<file path="src/rtl/leg_fetch_pkg.sv">
// Shared types and helpers for the instruction prefetch buffer and its FIFO.
package leg_fetch_pkg;

  typedef enum logic [1:0] {
    IDLE    = 2'd0,
    REQ     = 2'd1,
    DISCARD = 2'd2
  } fetch_state_t;

  localparam logic [31:0] DEFAULT_RESET_PC = 32'h0000_0000;

  typedef struct packed {
    logic [31:0] pc;
    logic [31:0] instr;
  } fetch_entry_t;

  function automatic logic [31:0] align_word(input logic [31:0] addr);
    return addr & 32'hFFFF_FFFC;
  endfunction

endpackage

</file>
<file path="src/rtl/fetch_fifo.sv">
// Synchronous FIFO of fetch entries; clear wins over push and pop.
module fetch_fifo
  import leg_fetch_pkg::*;
#(
  parameter int unsigned DEPTH = 4,
  localparam int unsigned AW = $clog2(DEPTH),
  localparam int unsigned CW = AW + 1
) (
  input  logic          clk,
  input  logic          rst_n,
  input  logic          push,
  input  fetch_entry_t  push_data,
  input  logic          pop,
  input  logic          clear,
  output fetch_entry_t  head,
  output logic [CW-1:0] count,
  output logic          full,
  output logic          empty
);

  logic [AW-1:0] wr_ptr_r;
  logic [AW-1:0] rd_ptr_r;
  logic [CW-1:0] count_r;
  fetch_entry_t  mem_r [DEPTH];
  logic          pop_s;
  logic          push_s;

  assign empty  = (count_r == {CW{1'b0}});
  assign full   = (count_r == CW'(DEPTH));
  assign pop_s  = pop && !empty;
  assign push_s = push && (!full || pop_s);
  assign head   = mem_r[rd_ptr_r];
  assign count  = count_r;

  // Storage, pointers and occupancy
  always_ff @(posedge clk or negedge rst_n) begin
    if (!rst_n) begin
      wr_ptr_r <= {AW{1'b0}};
      rd_ptr_r <= {AW{1'b0}};
      count_r  <= {CW{1'b0}};
      for (int i = 0; i < int'(DEPTH); i++) begin
        mem_r[i] <= '0;
      end
    end else if (clear) begin
      wr_ptr_r <= {AW{1'b0}};
      rd_ptr_r <= {AW{1'b0}};
      count_r  <= {CW{1'b0}};
    end else begin
      if (push_s) begin
        mem_r[wr_ptr_r] <= push_data;
        wr_ptr_r        <= wr_ptr_r + AW'(1);
      end
      if (pop_s) begin
        rd_ptr_r <= rd_ptr_r + AW'(1);
      end
      case ({push_s, pop_s})
        2'b10:   count_r <= count_r + CW'(1);
        2'b01:   count_r <= count_r - CW'(1);
        default: count_r <= count_r;
      endcase
    end
  end

  fetch_fifo_checker u_chk (
    .clk   (clk),
    .rst_n (rst_n),
    .push  (push),
    .pop   (pop_s),
    .clear (clear),
    .full  (full)
  );

endmodule

</file>
<file path="src/rtl/fetch_fifo_checker.sv">
// Protocol checker for fetch_fifo: a push into a full FIFO must come with a pop.
module fetch_fifo_checker (
  input logic clk,
  input logic rst_n,
  input logic push,
  input logic pop,
  input logic clear,
  input logic full
);

  a_no_overflow: assert property (@(posedge clk) disable iff (!rst_n)
    !(push && full && !pop && !clear));

endmodule

</file>
<file path="src/rtl/instr_prefetch_buffer.sv">
// Fetch-side prefetch queue: runs ahead issuing sequential word fetches,
// buffers {PC, instruction} pairs and flushes on redirect.
module instr_prefetch_buffer
  import leg_fetch_pkg::*;
#(
  parameter int unsigned DEPTH    = 4,
  parameter logic [31:0] RESET_PC = DEFAULT_RESET_PC
) (
  input  logic        clk,
  input  logic        reset,
  output logic        IReq,
  output logic [31:0] IAddr,
  input  logic        IAck,
  input  logic [31:0] IRData,
  input  logic        RedirectF,
  input  logic [31:0] RedirectPC,
  input  logic        StallF,
  output logic [31:0] InstrF,
  output logic [31:0] PCF,
  output logic        InstrValidF,
  output logic        Full
);

  localparam int unsigned CW       = $clog2(DEPTH) + 1;
  localparam logic [CW-1:0] DEPTH_C = CW'(DEPTH);

  fetch_state_t  state_r, state_s;
  logic [31:0]   pref_pc_r, pref_pc_s;
  logic [31:0]   disc_addr_r, disc_addr_s;
  logic          push_s;
  logic          pop_s;
  logic [CW-1:0] count_s;
  logic [CW-1:0] count_after_pop_s;
  logic          empty_s;
  logic          full_s;
  fetch_entry_t  head_s;
  fetch_entry_t  push_data_s;

  assign pop_s             = !empty_s && !StallF && !RedirectF;
  assign count_after_pop_s = count_s - {{(CW-1){1'b0}}, pop_s};
  assign push_data_s       = '{pc: pref_pc_r, instr: IRData};

  // Next state, next fetch PC and push decision
  always_comb begin
    state_s     = state_r;
    pref_pc_s   = pref_pc_r;
    disc_addr_s = disc_addr_r;
    push_s      = 1'b0;
    case (state_r)
      IDLE: begin
        if (RedirectF) begin
          pref_pc_s = align_word(RedirectPC);
        end else if (count_after_pop_s < DEPTH_C) begin
          state_s = REQ;
        end else begin
          state_s = IDLE;
        end
      end
      REQ: begin
        if (RedirectF) begin
          pref_pc_s = align_word(RedirectPC);
          if (IAck) begin
            state_s = IDLE;
          end else begin
            state_s     = DISCARD;
            disc_addr_s = pref_pc_r;
          end
        end else if (IAck) begin
          push_s    = 1'b1;
          pref_pc_s = pref_pc_r + 32'd4;
          // The pushed word takes one slot; keep going only if another is free.
          state_s   = (count_after_pop_s < (DEPTH_C - CW'(1))) ? REQ : IDLE;
        end else begin
          state_s = REQ;
        end
      end
      DISCARD: begin
        if (RedirectF) begin
          pref_pc_s = align_word(RedirectPC);
        end else begin
          pref_pc_s = pref_pc_r;
        end
        if (IAck) begin
          state_s = IDLE;
        end else begin
          state_s = DISCARD;
        end
      end
      default: begin
        state_s   = IDLE;
        pref_pc_s = RESET_PC;
      end
    endcase
  end

  // Fetch state, prefetch PC and stale-request address registers
  always_ff @(posedge clk or negedge reset) begin
    if (!reset) begin
      state_r     <= IDLE;
      pref_pc_r   <= RESET_PC;
      disc_addr_r <= RESET_PC;
    end else begin
      state_r     <= state_s;
      pref_pc_r   <= pref_pc_s;
      disc_addr_r <= disc_addr_s;
    end
  end

  fetch_fifo #(.DEPTH(DEPTH)) u_fifo (
    .clk       (clk),
    .rst_n     (reset),
    .push      (push_s),
    .push_data (push_data_s),
    .pop       (pop_s),
    .clear     (RedirectF),
    .head      (head_s),
    .count     (count_s),
    .full      (full_s),
    .empty     (empty_s)
  );

  assign IReq        = (state_r == REQ) || (state_r == DISCARD);
  assign IAddr       = (state_r == DISCARD) ? disc_addr_r : pref_pc_r;
  assign InstrValidF = !empty_s;
  assign InstrF      = empty_s ? 32'h0000_0000 : head_s.instr;
  assign PCF         = empty_s ? 32'h0000_0000 : head_s.pc;
  assign Full        = full_s;

endmodule

</file>
<file path="config.mk">
export PLATFORM = sky130hd
export DESIGN_NAME = instr_prefetch_buffer
export DESIGN_NICKNAME = d
export VERILOG_FILES = /design/src/rtl/leg_fetch_pkg.sv /design/src/rtl/fetch_fifo.sv /design/src/rtl/fetch_fifo_checker.sv /design/src/rtl/instr_prefetch_buffer.sv
export SDC_FILE = /design/constraint.sdc
export NUM_CORES = 1
export LEC_CHECK = 0
export ABC_AREA = 1
export BUFFER_PORTS_ARGS = -buffer_cell sky130_fd_sc_hd__buf_2
export CORE_UTILIZATION = 33
export DETAILED_ROUTE_END_ITERATION = 7
export GPL_TIMING_DRIVEN = 0
export HOLD_SLACK_MARGIN = 0.05
export SYNTH_ARGS = -nofsm -noshare
export SYNTH_HDL_FRONTEND = slang
export SYNTH_SLANG_ARGS = --single-unit
</file>
<file path="constraint.sdc">
create_clock -name clk -period 2.2 [get_ports clk]
set_input_delay 0.22 -clock clk [delete_from_list [all_inputs] [get_ports clk]]
set_output_delay 0.22 -clock clk [all_outputs]
set_load 0.005 [all_outputs]
</file>
=== Word level (Yosys, flattened, before mapping) ===
Index checks and enable logic that the tools add are counted.

* Register bits after elaboration: 329
* Input port bits: 69
* Output and inout port bits: 99
* Logic and storage cells: 86

* $add $sub $neg: 6
* $lt $le $gt $ge: 5
* Equality and inequality tests: 8
* Multiplexer cells: 29
* Bitwise operators: 4
* Reduce and logical (&&, ||, !) cells: 20

{| class="wikitable"
|+ Operators with widths
! kind !! count
|-
| 256-bit bitwise mux || 1
|-
| 32-bit two-way mux || 6
|-
| 64-bit two-way mux || 3
|-
| 64-bit binary-select mux with 2-bit select || 1
|-
| 64-bit demux with 2-bit select || 1
|-
| 32-bit case mux with 2 select lines || 1
|-
| 32-bit by 3-bit adder with 32-bit output, second input constant || 1
|-
| 2-bit two-way mux || 7
|-
| 3-bit >= comparator, second input constant || 2
|-
| 1-bit two-way mux || 6
|-
| 2-bit NOT with 3-bit output || 2
|-
| 2-bit case mux with 3 select lines || 1
|-
| 3-bit case mux with 2 select lines || 1
|-
| 1-bit logical AND || 5
|-
| 2-bit by 1-bit adder with 2-bit output, second input constant || 2
|-
| 2-bit by 1-bit equality test with 1-bit output, second input constant || 2
|-
| 2-bit equality test, second input constant || 2
|-
| 1-bit logical NOT || 4
|-
| 2-bit AND reduction || 2
|-
| 2-bit nonzero test || 2
|-
| 3-bit by 1-bit adder with 3-bit output, second input constant || 1
|-
| 3-bit equality test, second input constant || 1
|-
| 3-bit logical NOT || 1
|-
| 3-bit by 1-bit less-than comparator with 1-bit output, second input constant || 1
|-
| other kinds (14) || 16
|}

=== Longest topological paths before layout ===
* Depth after elaboration: 10
* Depth in mapped cells: 12
* Mapped depth without buffers: 12

=== Cells and area by module ===
Synthesis repeated with hierarchy kept, for this count alone.

* Cell total of the unflattened synthesis: 2,314
* Area total of the unflattened synthesis: 16,834.9 sq um

{| class="wikitable"
|+ By module, submodules not included
! module !! times used !! cells each !! area an instance (sq um) !! seq. area each (sq um)
|-
| fetch_fifo || 1 || 1,532 || 12,190.4 || 6,581.3
|-
| instr_prefetch_buffer || 1 || 782 || 4,644.5 || 1,551.5
|}

=== Worst setup path after synthesis ===
OpenSTA, ideal clock, no wires.

* Path type: register -> output
* Start point: register state_r[0]
* End point: output port IAddr[10]
* Data arrival time: 1.645 ns
* Required time: 1.980 ns
* Path slack: 0.335 ns
* Cell stages (with the launch flop): 8
* Buffers on the path: 3
* Cell sequence: dfrtp_1 -> inv_1 -> clkbuf_1 -> ha_1 -> clkbuf_1 -> clkbuf_1 -> nand2_1 -> o21ai_0

* Longest elaborated chain between the ends: 2

{| class="wikitable"
|+ Ends and longest elaborated chain
! element !! line !! RTL
|-
| from (decl) || instr_prefetch_buffer.sv:27 || <nowiki>fetch_state_t state_r, state_s;</nowiki>
|-
| from (signal assigned) || instr_prefetch_buffer.sv:103 || <nowiki>state_r <= state_s;</nowiki>
|-
| 2-bit equality test || instr_prefetch_buffer.sv:123 || <nowiki>assign IAddr = (state_r == DISCARD) ? disc_addr_r : pref_pc_r;</nowiki>
|-
| 32-bit two-way mux || instr_prefetch_buffer.sv:123 ||
|-
| to (decl) || instr_prefetch_buffer.sv:12 || <nowiki>output logic [31:0] IAddr,</nowiki>
|}

No other way between the ends.

=== Final worst setup path ===
* Start point: register u_fifo.rd_ptr_r[0]
* End point: output port InstrF[17]

* Longest elaborated chain between the ends: 5

{| class="wikitable"
|+ Ends and longest elaborated chain
! element !! line !! RTL
|-
| from (decl) || fetch_fifo.sv:22 || <nowiki>logic [AW-1:0] rd_ptr_r;</nowiki>
|-
| from (signal assigned) || fetch_fifo.sv:39 || <nowiki>rd_ptr_r <= {AW{1'b0}};</nowiki>
|-
| from (signal assigned) || fetch_fifo.sv:46 || <nowiki>rd_ptr_r <= {AW{1'b0}};</nowiki>
|-
| from (signal assigned) || fetch_fifo.sv:54 || <nowiki>rd_ptr_r <= rd_ptr_r + AW'(1);</nowiki>
|-
| 2-bit NOT with 3-bit output (not written as such) || fetch_fifo.sv:32 || <nowiki>assign head = mem_r[rd_ptr_r];</nowiki>
|-
| 64-bit binary-select mux with 2-bit select || fetch_fifo.sv:32 ||
|-
| 64-bit two-way mux (not written as such) (2 in series) || fetch_fifo.sv:32 ||
|-
| 32-bit two-way mux || instr_prefetch_buffer.sv:125 || <nowiki>assign InstrF = empty_s ? 32'h0000_0000 : head_s.instr;</nowiki>
|-
| to (decl) || instr_prefetch_buffer.sv:18 || <nowiki>output logic [31:0] InstrF,</nowiki>
|}

No other way between the ends. The select of a mux whose other input is x is not followed.

==> flow_summary_export.csv <==
group,metric,value,unit
outcome,status,"complete, but fails checks",
outcome,violations,"setup timing",
sta,period_minus_slack,2258,ps
placed_design,routabilityCongestion,0.9356,
power,p_int,16570,uW
sta,finalCritPeriodShare,102.6,%
sta,worst_pin_slew,663.1,ps
floorplan,rows,79,
cts,htree_num_levels,2,
critical_path,worstPathRequired,1980,ps
critical_path,cp_slowest_cell,"dfrtp_2",
synthesis,syn_area_per_cell,7.790,um2
sta,hold_violations,0,
cts,clk_root_buffer_cell,"clkbuf_16",
sta,final.setup.tns,-200.3,ps
cts,cts_sinks,317,
power,leakagePower,0.009301,uW
sta,rsz0062_at_grt,"yes",
power,p_per_area,1383,nW/um2
power,power.share.combinational,40.0,%
synthesis,ys_top_cells_by_area,"dfrtp_1, o21ai_0, nand2_1",
sta,slew_violations,0,
layout,n_fill_cell,4701,
layout,fin_nets,2343,
critical_path,crit_chain,"clkbuf_16 > clkinv_8 > clkbuf_4 > o21ai_0 > a21oi_1 > buf_2",
synthesis,synth_cell_types,35,
sta,worst_slack,-57.54,ps
cts,cts_buffer_depth,3,
layout,final_common_cell,"nand2_1",
floorplan,die_h,219.0,um
layout,seq_area,7935,um2
floorplan,initial_core_util,33.45,%
sta,maxSlewHeadroom,55.79,%
global_routing,grt_overflow,0,
placed_design,place_area,17180,um2
floorplan,dieArea,47970,um2
synthesis,seq_area_frac_synth,51.04,%
drt,drc,0,
drt,ant_nets,0,
sta,setup_viol,9,
layout,drive_gt1_share,17.93,%
synthesis,ys_seq_elements,317,
floorplan,pin_count,168,
cts,insertion_delay,540,ps
critical_path,worstPathArrival,2040,ps
placed_design,io_buffers,160,
drt,routed-via-count,14692,
critical_path,crit_fanout,10,
power,pwr-share-seq,35.0,%
power,p_switching,10800,uW
global_routing,first_global_vias,14328,
drt,wire_per_inst,17.80,um
power,peakVddDrop,765.2,uV
global_routing,grt_pass1_wl,79960,um
global_routing,antenna_found_initial,1,
floorplan,fp.dieW,219.0,um
synthesis,ys_warn_count,0,
layout,multi_input_area,6679,um2
drt,dr.pass1.iters,5,
hold_path,hold_path_class,"primary input to flip-flop",
layout,final_area,19790,um2
synthesis,yosysTopAreaCellShare,51.04,%
sta,fmax,443.0,MHz
critical_path,r2r_slack,100,ps
synthesis,yosysTopAreaCell,"dfrtp_1",
synthesis,netlist_area,15540,um2
placed_design,post-dp-hpwl,35390,um
critical_path,critPathKind,"flip-flop to output pin",
power,clkPwrFrac,25.0,%
layout,synthToLayoutAreaGrowth,27.37,%
drt,wl,51650,um
drt,first_iter_violations,1359,
drt,vias_per_cell,5.064,
floorplan,core,46460,um2
global_routing,grt.total_usage,21.42,%
power,switching_share,39.46,%
global_routing,grt_max_degree,122,
layout,layout_common_cells,"nand2_1, o21ai_0, dfrtp_1",
critical_path,cp-end-kind,"output pin",
job,maxCapViolCount,0,
cts,clk_pin_slew,60,ps
cts,numCtsBuffers,38,
sta,clock_skew,16.50,ps
critical_path,cpPeakStageDelay,440,ps
cts,cts_tree,"built",
synthesis,synthCells,1995,
layout,final_util,42.61,%
critical_path,cp-start-kind,"flip-flop",
==> stage by stage <==
step / power, uW / instances / setup WS [ps] / hold WS [ps]
4_1_cts: 26990 / 2894 / -47.51 / 59.71
5_1_grt: 29400 / 2900 / -112.9 / 97.79
6_report: 27370 / 2901 / -57.54 / 72.89
3_3_place_gp: 19100 / 2765 / -5211 / 460.0
3_5_place_dp: 19390 / 2767 / -640.6 / 256.3
2_1_floorplan: 15340 / 1998 / 335.4 / -75.59
==> path summary, 6_finish.rpt <==
path	cells past startpoint	startpoint	to
setup / recovery	6	u_fifo.rd_ptr_r[0]	InstrF[17]
hold / removal	5	RedirectPC[15]	pref_pc_r[15]
setup reg to reg	9	state_r[1]	u_fifo.mem_r[203]
hold reg to reg	2	u_fifo.mem_r[178]	u_fifo.mem_r[178]
max in group asynchronous	3	reset	state_r[0]
min in group asynchronous	2	reset	u_fifo.mem_r[5]
==> per-layer routing <==
layer / up-vias / routed length (um) / track usage, %
met4: 0 / 1307 / 7.083
met3: 96 / 3037 / 3.604
met1: 7090 / 23090 / 28.86
li1: 7005 / - / -
met2: 501 / 24210 / 34.85
met5: - / 0 / 0
==> flip-flops by register name, summed over array words and instances, names as in the netlist <==
register         cells
u_fifo.mem_r       248
disc_addr_r         30
pref_pc_r           30
u_fifo.count         3
state_r              2
u_fifo.rd_ptr_r      2
u_fifo.wr_ptr_r      2
==> synth_stat cells <==
master    instances
nand2_1         522
o21ai_0         451
dfrtp_1         317
nor2_1          297
inv_1            95
clkbuf_1         77
a21oi_1          69
buf_6            29
nand3_1          27
o21ai_1          24
buf_2            14
ha_1             11
buf_4             6
inv_2             6
nand2_4           6
a21boi_0          5
nand4_1           5
a32o_1            4
nor2_4            4
o22ai_1           4
a22oi_1           3
nand2_2           3
nor2_2            3
nand3b_1          2
conb_1            1
fa_1              1
inv_4             1
inv_6             1
nand3_2           1
nor3_1            1
nor3_4            1
o21a_1            1
o22ai_2           1
xnor2_1           1
xor2_1            1
==> worst max-delay path: cells and delay by family (launching register included) <==
kind                   cells  cell delay [ps]
buffers and inverters      4              640
AO/OA/AOI/OAI              2              410
flip-flops                 1              440
==> power by group through the flow <==
stage	Clock (uW)	Combinational (uW)	Sequential (uW)
final	6830	11000	9590
after global routing	7200	12300	9860
after CTS	6950	10500	9510
after detailed placement	0	9800	9590
after global placement	0	9590	9510
after floorplan	0	6100	9240
==> cell families after synthesis <==
kind of cell / share of synthesized area (%)
fa+ha+maj: 1.014
simple gates: 22.12
xor+xnor: 0.1127
flops: 51.04
buf+inv: 7.238
other cells: 0.02413
compound gates: 18.45
==> cell type report <==
| class | instances | share of cell area [%] |
|---|---|---|
| sequential | 317 | 40.09 |
| tap | 607 | 3.837 |
| buffer | 124 | 5.322 |
| timing repair buffer | 226 | 7.889 |
| clock inverter | 13 | 0.9418 |
| inverter | 103 | 2.111 |
| antenna | 2 | 0.02528 |
| multi-input combinational | 1452 | 33.74 |
| clock buffer | 57 | 6.043 |
==> repair_timing <==
item                                   4_1_cts  5_1_grt
setup endpoints to repair                  132      108
setup buffers                                3        2
pin swaps                                   10       29
endpoints found under the hold margin      213        0
gates resized for setup                    139      128
hold buffers                                56        0
cloned                                       0        3
(Power assumes the default switching activity.)
